**src/rtl/regfile_sb_if.sv**
```systemverilog
// Register-file bus: read ports, ALU/load writeback ports, load scoreboard and status.
// master drives addresses/writes/sets; slave is the register file.
interface regfile_sb_if #(
    parameter int XLEN = 32,
    parameter int NREG = 32,
    parameter int NRD  = 2
);
    localparam int AW = $clog2(NREG);
    localparam int CW = $clog2(NREG + 1);

    logic [NRD*AW-1:0]   rd_addr;
    logic [NRD*XLEN-1:0] rd_data;
    logic [NRD-1:0]      rd_busy;
    logic                w0_en;
    logic [AW-1:0]       w0_addr;
    logic [XLEN-1:0]     w0_data;
    logic                w1_en;
    logic [AW-1:0]       w1_addr;
    logic [XLEN-1:0]     w1_data;
    logic                sb_set_en;
    logic [AW-1:0]       sb_set_addr;
    logic [CW-1:0]       busy_cnt;
    logic                sb_err;
    logic                wcol;

    modport master (
        output rd_addr, w0_en, w0_addr, w0_data, w1_en, w1_addr, w1_data,
               sb_set_en, sb_set_addr,
        input  rd_data, rd_busy, busy_cnt, sb_err, wcol
    );

    modport slave (
        input  rd_addr, w0_en, w0_addr, w0_data, w1_en, w1_addr, w1_data,
               sb_set_en, sb_set_addr,
        output rd_data, rd_busy, busy_cnt, sb_err, wcol
    );
endinterface

```
**src/rtl/regfile_sb.sv**
```systemverilog
// Integer register file: NRD bypassed read ports, ALU (W0) and load (W1) writeback,
// and a per-register load scoreboard with an incrementally maintained busy count.
module regfile_sb_rport #(
    parameter int XLEN = 32,
    parameter int NREG = 32,
    parameter int AW   = 5
) (
    input  logic                       byp_en,
    input  logic [AW-1:0]              addr,
    input  logic [NREG-1:0][XLEN-1:0]  regs,
    input  logic [NREG-1:0]            busy,
    input  logic                       w0_en,
    input  logic [AW-1:0]              w0_addr,
    input  logic [XLEN-1:0]            w0_data,
    input  logic                       w1_en,
    input  logic [AW-1:0]              w1_addr,
    input  logic [XLEN-1:0]            w1_data,
    output logic [XLEN-1:0]            data,
    output logic                       busy_o
);
    logic w0_hit, w1_hit;

    assign w0_hit = byp_en && w0_en && (w0_addr == addr);
    assign w1_hit = byp_en && w1_en && (w1_addr == addr);

    // W0 has priority so the bypassed value equals what the edge will store.
    always_comb begin
        data   = regs[addr];
        busy_o = busy[addr] && !w1_hit;
        if (addr == '0) begin
            data   = '0;
            busy_o = 1'b0;
        end else if (w0_hit) begin
            data = w0_data;
        end else if (w1_hit) begin
            data = w1_data;
        end
    end
endmodule

module regfile_sb #(
    parameter int XLEN = 32,
    parameter int NREG = 32,
    parameter int NRD  = 2
) (
    input  logic         clk,
    input  logic         rst_n,
    regfile_sb_if.slave  bus
);
    localparam int AW = $clog2(NREG);
    localparam int CW = $clog2(NREG + 1);

    logic [NREG-1:0][XLEN-1:0] regs;
    logic [NREG-1:0]           busy;
    logic [NREG-1:0]           set_vec, clr_vec, w0_vec;
    logic [CW-1:0]             busy_cnt_q;
    logic                      sb_err_q;
    logic                      inc, dec, err;
    logic [NRD-1:0][XLEN-1:0]  rd_data_v;
    logic [NRD-1:0]            rd_busy_v;

    // One-hot decode of each port's target; x0 is masked out everywhere.
    always_comb begin
        set_vec = '0;
        clr_vec = '0;
        w0_vec  = '0;
        if (bus.sb_set_en) set_vec[bus.sb_set_addr] = 1'b1;
        if (bus.w1_en)     clr_vec[bus.w1_addr]     = 1'b1;
        if (bus.w0_en)     w0_vec[bus.w0_addr]      = 1'b1;
        set_vec[0] = 1'b0;
        clr_vec[0] = 1'b0;
        w0_vec[0]  = 1'b0;
    end

    assign inc = |(set_vec & ~busy);
    assign dec = |(clr_vec & busy & ~set_vec);
    assign err = (|(set_vec & busy & ~clr_vec))
               | (|(clr_vec & ~busy))
               | (|(w0_vec & busy & ~clr_vec));

    always_ff @(posedge clk) begin
        if (!rst_n) begin
            regs       <= '0;
            busy       <= '0;
            busy_cnt_q <= '0;
            sb_err_q   <= 1'b0;
        end else begin
            for (int r = 1; r < NREG; r++) begin
                if (w0_vec[r])       regs[r] <= bus.w0_data;
                else if (clr_vec[r]) regs[r] <= bus.w1_data;
            end
            // Set wins over clear: a fresh load re-targeted the same destination.
            busy       <= set_vec | (busy & ~clr_vec);
            busy_cnt_q <= busy_cnt_q + CW'(inc) - CW'(dec);
            sb_err_q   <= err;
        end
    end

    for (genvar k = 0; k < NRD; k++) begin : g_rd
        regfile_sb_rport #(.XLEN(XLEN), .NREG(NREG), .AW(AW)) u_rport (
            .byp_en  (rst_n),
            .addr    (bus.rd_addr[k*AW +: AW]),
            .regs    (regs),
            .busy    (busy),
            .w0_en   (bus.w0_en),
            .w0_addr (bus.w0_addr),
            .w0_data (bus.w0_data),
            .w1_en   (bus.w1_en),
            .w1_addr (bus.w1_addr),
            .w1_data (bus.w1_data),
            .data    (rd_data_v[k]),
            .busy_o  (rd_busy_v[k])
        );
    end

    assign bus.rd_data  = rd_data_v;
    assign bus.rd_busy  = rd_busy_v;
    assign bus.busy_cnt = busy_cnt_q;
    assign bus.sb_err   = sb_err_q;
    assign bus.wcol     = bus.w0_en && bus.w1_en && (bus.w0_addr == bus.w1_addr)
                          && (bus.w0_addr != '0);
endmodule

```
**src/flat_wrapper.sv**
```systemverilog
// flat-port wrapper written by rule: the top's interface ports become plain ports
module regfile_sb_flat 
#(
    parameter int XLEN = 32,
    parameter int NREG = 32,
    parameter int NRD  = 2
)
  (clk, rst_n, bus_rd_addr, bus_w0_en, bus_w0_addr, bus_w0_data, bus_w1_en, bus_w1_addr, bus_w1_data, bus_sb_set_en, bus_sb_set_addr, bus_rd_data, bus_rd_busy, bus_busy_cnt, bus_sb_err, bus_wcol);
  regfile_sb_if #(.XLEN(XLEN), .NREG(NREG), .NRD(NRD)) bus_i ();
  input  logic clk;
  input  logic rst_n;
  input wire logic [$bits(bus_i.rd_addr)-1:0] bus_rd_addr;
  input wire logic [$bits(bus_i.w0_en)-1:0] bus_w0_en;
  input wire logic [$bits(bus_i.w0_addr)-1:0] bus_w0_addr;
  input wire logic [$bits(bus_i.w0_data)-1:0] bus_w0_data;
  input wire logic [$bits(bus_i.w1_en)-1:0] bus_w1_en;
  input wire logic [$bits(bus_i.w1_addr)-1:0] bus_w1_addr;
  input wire logic [$bits(bus_i.w1_data)-1:0] bus_w1_data;
  input wire logic [$bits(bus_i.sb_set_en)-1:0] bus_sb_set_en;
  input wire logic [$bits(bus_i.sb_set_addr)-1:0] bus_sb_set_addr;
  output wire logic [$bits(bus_i.rd_data)-1:0] bus_rd_data;
  output wire logic [$bits(bus_i.rd_busy)-1:0] bus_rd_busy;
  output wire logic [$bits(bus_i.busy_cnt)-1:0] bus_busy_cnt;
  output wire logic [$bits(bus_i.sb_err)-1:0] bus_sb_err;
  output wire logic [$bits(bus_i.wcol)-1:0] bus_wcol;
  assign bus_i.rd_addr = bus_rd_addr;
  assign bus_i.w0_en = bus_w0_en;
  assign bus_i.w0_addr = bus_w0_addr;
  assign bus_i.w0_data = bus_w0_data;
  assign bus_i.w1_en = bus_w1_en;
  assign bus_i.w1_addr = bus_w1_addr;
  assign bus_i.w1_data = bus_w1_data;
  assign bus_i.sb_set_en = bus_sb_set_en;
  assign bus_i.sb_set_addr = bus_sb_set_addr;
  assign bus_rd_data = bus_i.rd_data;
  assign bus_rd_busy = bus_i.rd_busy;
  assign bus_busy_cnt = bus_i.busy_cnt;
  assign bus_sb_err = bus_i.sb_err;
  assign bus_wcol = bus_i.wcol;
  regfile_sb #(.XLEN(XLEN), .NREG(NREG), .NRD(NRD)) u_core (.clk(clk), .rst_n(rst_n), .bus(bus_i));
endmodule
```
**config.mk**
```make
export PLATFORM = sky130hd
export DESIGN_NAME = regfile_sb_flat
export DESIGN_NICKNAME = d
export VERILOG_FILES = /design/src/rtl/regfile_sb_if.sv /design/src/rtl/regfile_sb.sv /design/src/flat_wrapper.sv
export SDC_FILE = /design/constraint.sdc
export NUM_CORES = 2
export LEC_CHECK = 0
export BUFFER_PORTS_ARGS = -buffer_cell sky130_fd_sc_hd__buf_2
export CELL_PAD_IN_SITES_DETAIL_PLACEMENT = 1
export CELL_PAD_IN_SITES_GLOBAL_PLACEMENT = 2
export CORE_ASPECT_RATIO = 0.9
export CORE_UTILIZATION = 30
export CTS_BUF_LIST = sky130_fd_sc_hd__clkbuf_8
export DETAILED_ROUTE_END_ITERATION = 16
export PLACE_DENSITY_LB_ADDON = 0.08
export SETUP_SLACK_MARGIN = 0.4
export SLEW_MARGIN = 20
export SYNTH_ARGS = -nofsm -noshare
export SYNTH_HDL_FRONTEND = slang
export SYNTH_SLANG_ARGS = --single-unit
```
**constraint.sdc**
```tcl
create_clock -name clk -period 3.3 [get_ports clk]
set_clock_uncertainty 0.05 [all_clocks]
set_input_delay 0 -clock clk [delete_from_list [all_inputs] [get_ports clk]]
set_output_delay 0 -clock clk [all_outputs]
set_load 0.01 [all_outputs]
```
==> flow_summary.yaml <==
synth:
  synth.distinct_cells: 68
  synth-edff-count: 0
  synth_top_area_cell: "dfxtp_1"
  synthSimpleGateAreaFrac: 0.164
  synthMuxAreaShare: 0.228
  synthTopCellsByArea: "dfxtp_1, mux4_2, a311oi_1, nand2_1, nor2_1"
  synthFlopType: "dfxtp_1"
  yosysSeqAreaShare: 0.319
  syn_nets: 7719
  postSynth.asyncResetShare: 0
  syn_avg_cell_area_um2: 8.48
  synth_seq_cells: 1030
  synth_compound_area_frac: 0.215
  synth_top_family_by_area: "multiplexers"
  synth_adder_area_share: 0.00147
  yosys_warnings: 0
  synth_top_area_frac: 0.319
  syn-cell-area_um2: 64600
  synthXorXnorAreaFrac: 0.00393
  syn_inst: 7618
drt:
  antenna_left: 0
  dr.pass1.iters: 12
  drc_errors: 12
  wire_per_inst_um: 38.1
  via_count: 68698
  via_per_inst: 6.51
  wirelength_um: 402000
  drtIter0Drc: 7840
place:
  portBuffers: 167
  gp_congestion: 0.919
  dp_cells: 10029
  place_ws_ps: -13.3
  dpl.hpwl_um: 238000
sta:
  min_period_ps: 3270
  fin_crit_sh: 0.990
  maxSlewViolCount: 0
  worst_pin_slew_ps: 1210
  maxSlewHeadroom: 0.197
  finalHoldWorstSlack_ps: 66.2
  rsz0062_at_grt: "yes"
  finalHoldViolCount: 0
  setup_slack_ps: 32.8
  finalSetupViolCount: 0
  fmax_mhz: 306
grt:
  globalRouteTotalUtil: 0.359
  grt_overflow: 0
  grt_antenna_before_repair: 27
  grt_pass1_wl_um: 556000
  grt_pass1_vias: 66998
  grt_max_degree: 178
pwr:
  clkPwrFrac: 0.430
  internal-power_mw: 21.0
  p_switching_mw: 10.2
  pwr-share-comb: 0.154
  powerDensity_nw_per_um2: 405
  leakage_nw: 26.3
  seq_power_share: 0.415
  p_sw_frac: 0.326
  vdd_ir_drop_max_uv: 270
floorplanning:
  die_height_um: 442
  io_pins: 168
  start_util: 0.302
  core-area_um2: 214000
  die_area_um2: 217000
  row_count: 161
  die-width_um: 491
worst_setup_path:
  reg2reg_from: "u_core.busy[27]$_SDFF_PN0_"
  cp-end-kind: "primary output"
  cp_max_fo: 3
  setup.worst_path.class: "flip-flop to primary output"
  reg2reg_to: "u_core.bus.busy_cnt[4]$_SDFF_PN0_"
  critPathLaunchType: "flip-flop"
  reg2reg_slack_ps: 470
  crit_required_ps: 3250
  ff2ff_path_depth: 15
  cp.arrival_ps: 3220
min_path:
  hp-class: "primary input to flip-flop"
  whs_path_depth: 5
  min_from: "bus_w1_addr[1]"
  worstHoldEndpoint: "u_core.busy[3]$_SDFF_PN0_"
outcome:
  status: "finished with violations"
  violations: "DRC"
clock_tree:
  cts_tree: "done"
  clock_path_buffers: 3
  cts_buffers: 205
  clk-insertion-delay-late_ps: 1040
  clock-sinks: 1030
  path_clk_slew_ps: 60
  h-tree-depth: 4
  cts-root-buf: "clkbuf_8"
final_layout:
  instances_no_fill: 10557
  finalNetCount: 7644
  area_growth_pct: 18.9
  drive_above_1_share: 0.232
  fin_util: 0.359
run:
  maxCapViolCount: 0
[worst max path at each step]
| stage | from | to | slack, ps |
|---|---|---|---|
| 6_report | u_core.regs[498]$_SDFFE_PN0P_ | bus_rd_data[18] | 30 |
| 4_1_cts | u_core.regs[498]$_SDFFE_PN0P_ | bus_rd_data[18] | -9 |
| 5_1_grt | u_core.regs[498]$_SDFFE_PN0P_ | bus_rd_data[18] | -5 |
| 3_5_place_dp | bus_w1_addr[3] | u_core.regs[686]$_SDFFE_PN0P_ | -10 |
| 2_1_floorplan | bus_w1_addr[1] | u_core.bus.busy_cnt[4]$_SDFF_PN0_ | 410 |
| 3_3_place_gp | bus_w1_addr[0] | u_core.bus.busy_cnt[4]$_SDFF_PN0_ | -60 |
[synthesized netlist by cell type (all sizes together), types with 13 or more instances]
| master | number |
|---|---|
| nand2 | 1256 |
| nor2 | 1110 |
| dfxtp | 1030 |
| clkbuf | 837 |
| a311oi | 750 |
| o21ai | 596 |
| mux4 | 475 |
| mux2i | 387 |
| a211oi | 308 |
| buf | 231 |
| nand3 | 119 |
| a21oi | 93 |
| a22oi | 51 |
| o22ai | 47 |
| nor3 | 41 |
| a221oi | 33 |
| o211a | 21 |
| nor3b | 20 |
| xnor2 | 20 |
| nand4 | 17 |
| nor2b | 17 |
| mux2 | 16 |
| nor4 | 15 |
| inv | 13 |
[what timing repair did]
action	in CTS	in global routing
pin swaps	124	56
gates resized for setup	300	115
hold buffers	139	0
gates cloned	0	0
hold endpoints to repair	1026	0
setup endpoints to repair	68	75
setup buffers	17	4
[worst max-delay path, cell delays in order, from the launching register on]
cell      delay, ps
dfxtp_2         320
mux4_2          500
mux4_2          650
a211oi_4        320
o21ai_1         100
buf_4           180
buf_6           120
[layer usage]
layer  up-vias  part of all wire  global-route usage
met5         -          0.000087                   0
met3       715             0.084              0.0649
met2      3470              0.44               0.547
li1      28120                 -                   -
met1     36387              0.44               0.504
met4         6             0.040               0.131
[cell families (layout without fill, tap and decap cells)]
kind of cell    Yosys count  in the layout
mux                     878            878
buf+inv                1081           1156
compound gates         1943           1943
flops                  1030           1030
simple gates           2650           2650
fa+ha+maj                 7              7
xor+xnor                 29             29
other cells               0             12
[power groups by stage]
stage               Combinational (mW)  Sequential, mW  Clock [mW]
floorplan                         2.40            13.1           0
global placement                  4.41            13.2           0
detailed placement                4.42            13.2           0
CTS                               4.67            12.9        13.6
global route                      4.93            12.9        14.1
finish                            4.80            12.9        13.4
[through the flow]
step | area [um2] | power, mW | setup TNS (ps)
4_1_cts | 76300 | 31.2 | -10.2
5_1_grt | 76800 | 32.0 | -5.40
2_1_floorplan | 64600 | 15.5 | 0
6_report | 76800 | 31.1 | 0
3_5_place_dp | 69700 | 17.6 | -15.4
3_3_place_gp | 69700 | 17.6 | -92.9
[cells in the final DEF (no fill, tap or decap), types with 33 or more instances in the layout]
cell,instances
nand2_1,1206
nor2_1,1077
dfxtp_1,943
a311oi_1,750
o21ai_0,479
mux4_2,475
buf_4,380
mux2i_1,362
a211oi_1,276
clkbuf_8,247
buf_2,144
dlygate4sd3_1,131
nand3_1,117
inv_1,100
o21ai_1,93
dfxtp_2,82
buf_12,75
a21oi_1,73
o22ai_1,46
buf_6,46
nand2_4,35
a22oi_2,33
[layout make-up]
| class | instances | area [um2] |
|---|---|---|
| Clock buffer | 247 | 3400 |
| Fill cell | 24505 | 137000 |
| Clock inverter | 110 | 517 |
| Inverter | 13 | 56.3 |
| Sequential cell | 1030 | 20700 |
| Antenna cell | 12 | 30.0 |
| Multi-Input combinational cell | 5507 | 41400 |
| Timing Repair Buffer | 786 | 7060 |
| Tap cell | 2852 | 3570 |
[registers in the layout (all words and copies together), names as in the netlist]
signal,flops
u_core.bus.sb_err,1
u_core.bus.busy_cnt,6
u_core.busy,31
u_core.regs,992
(Power assumes the default switching activity.)
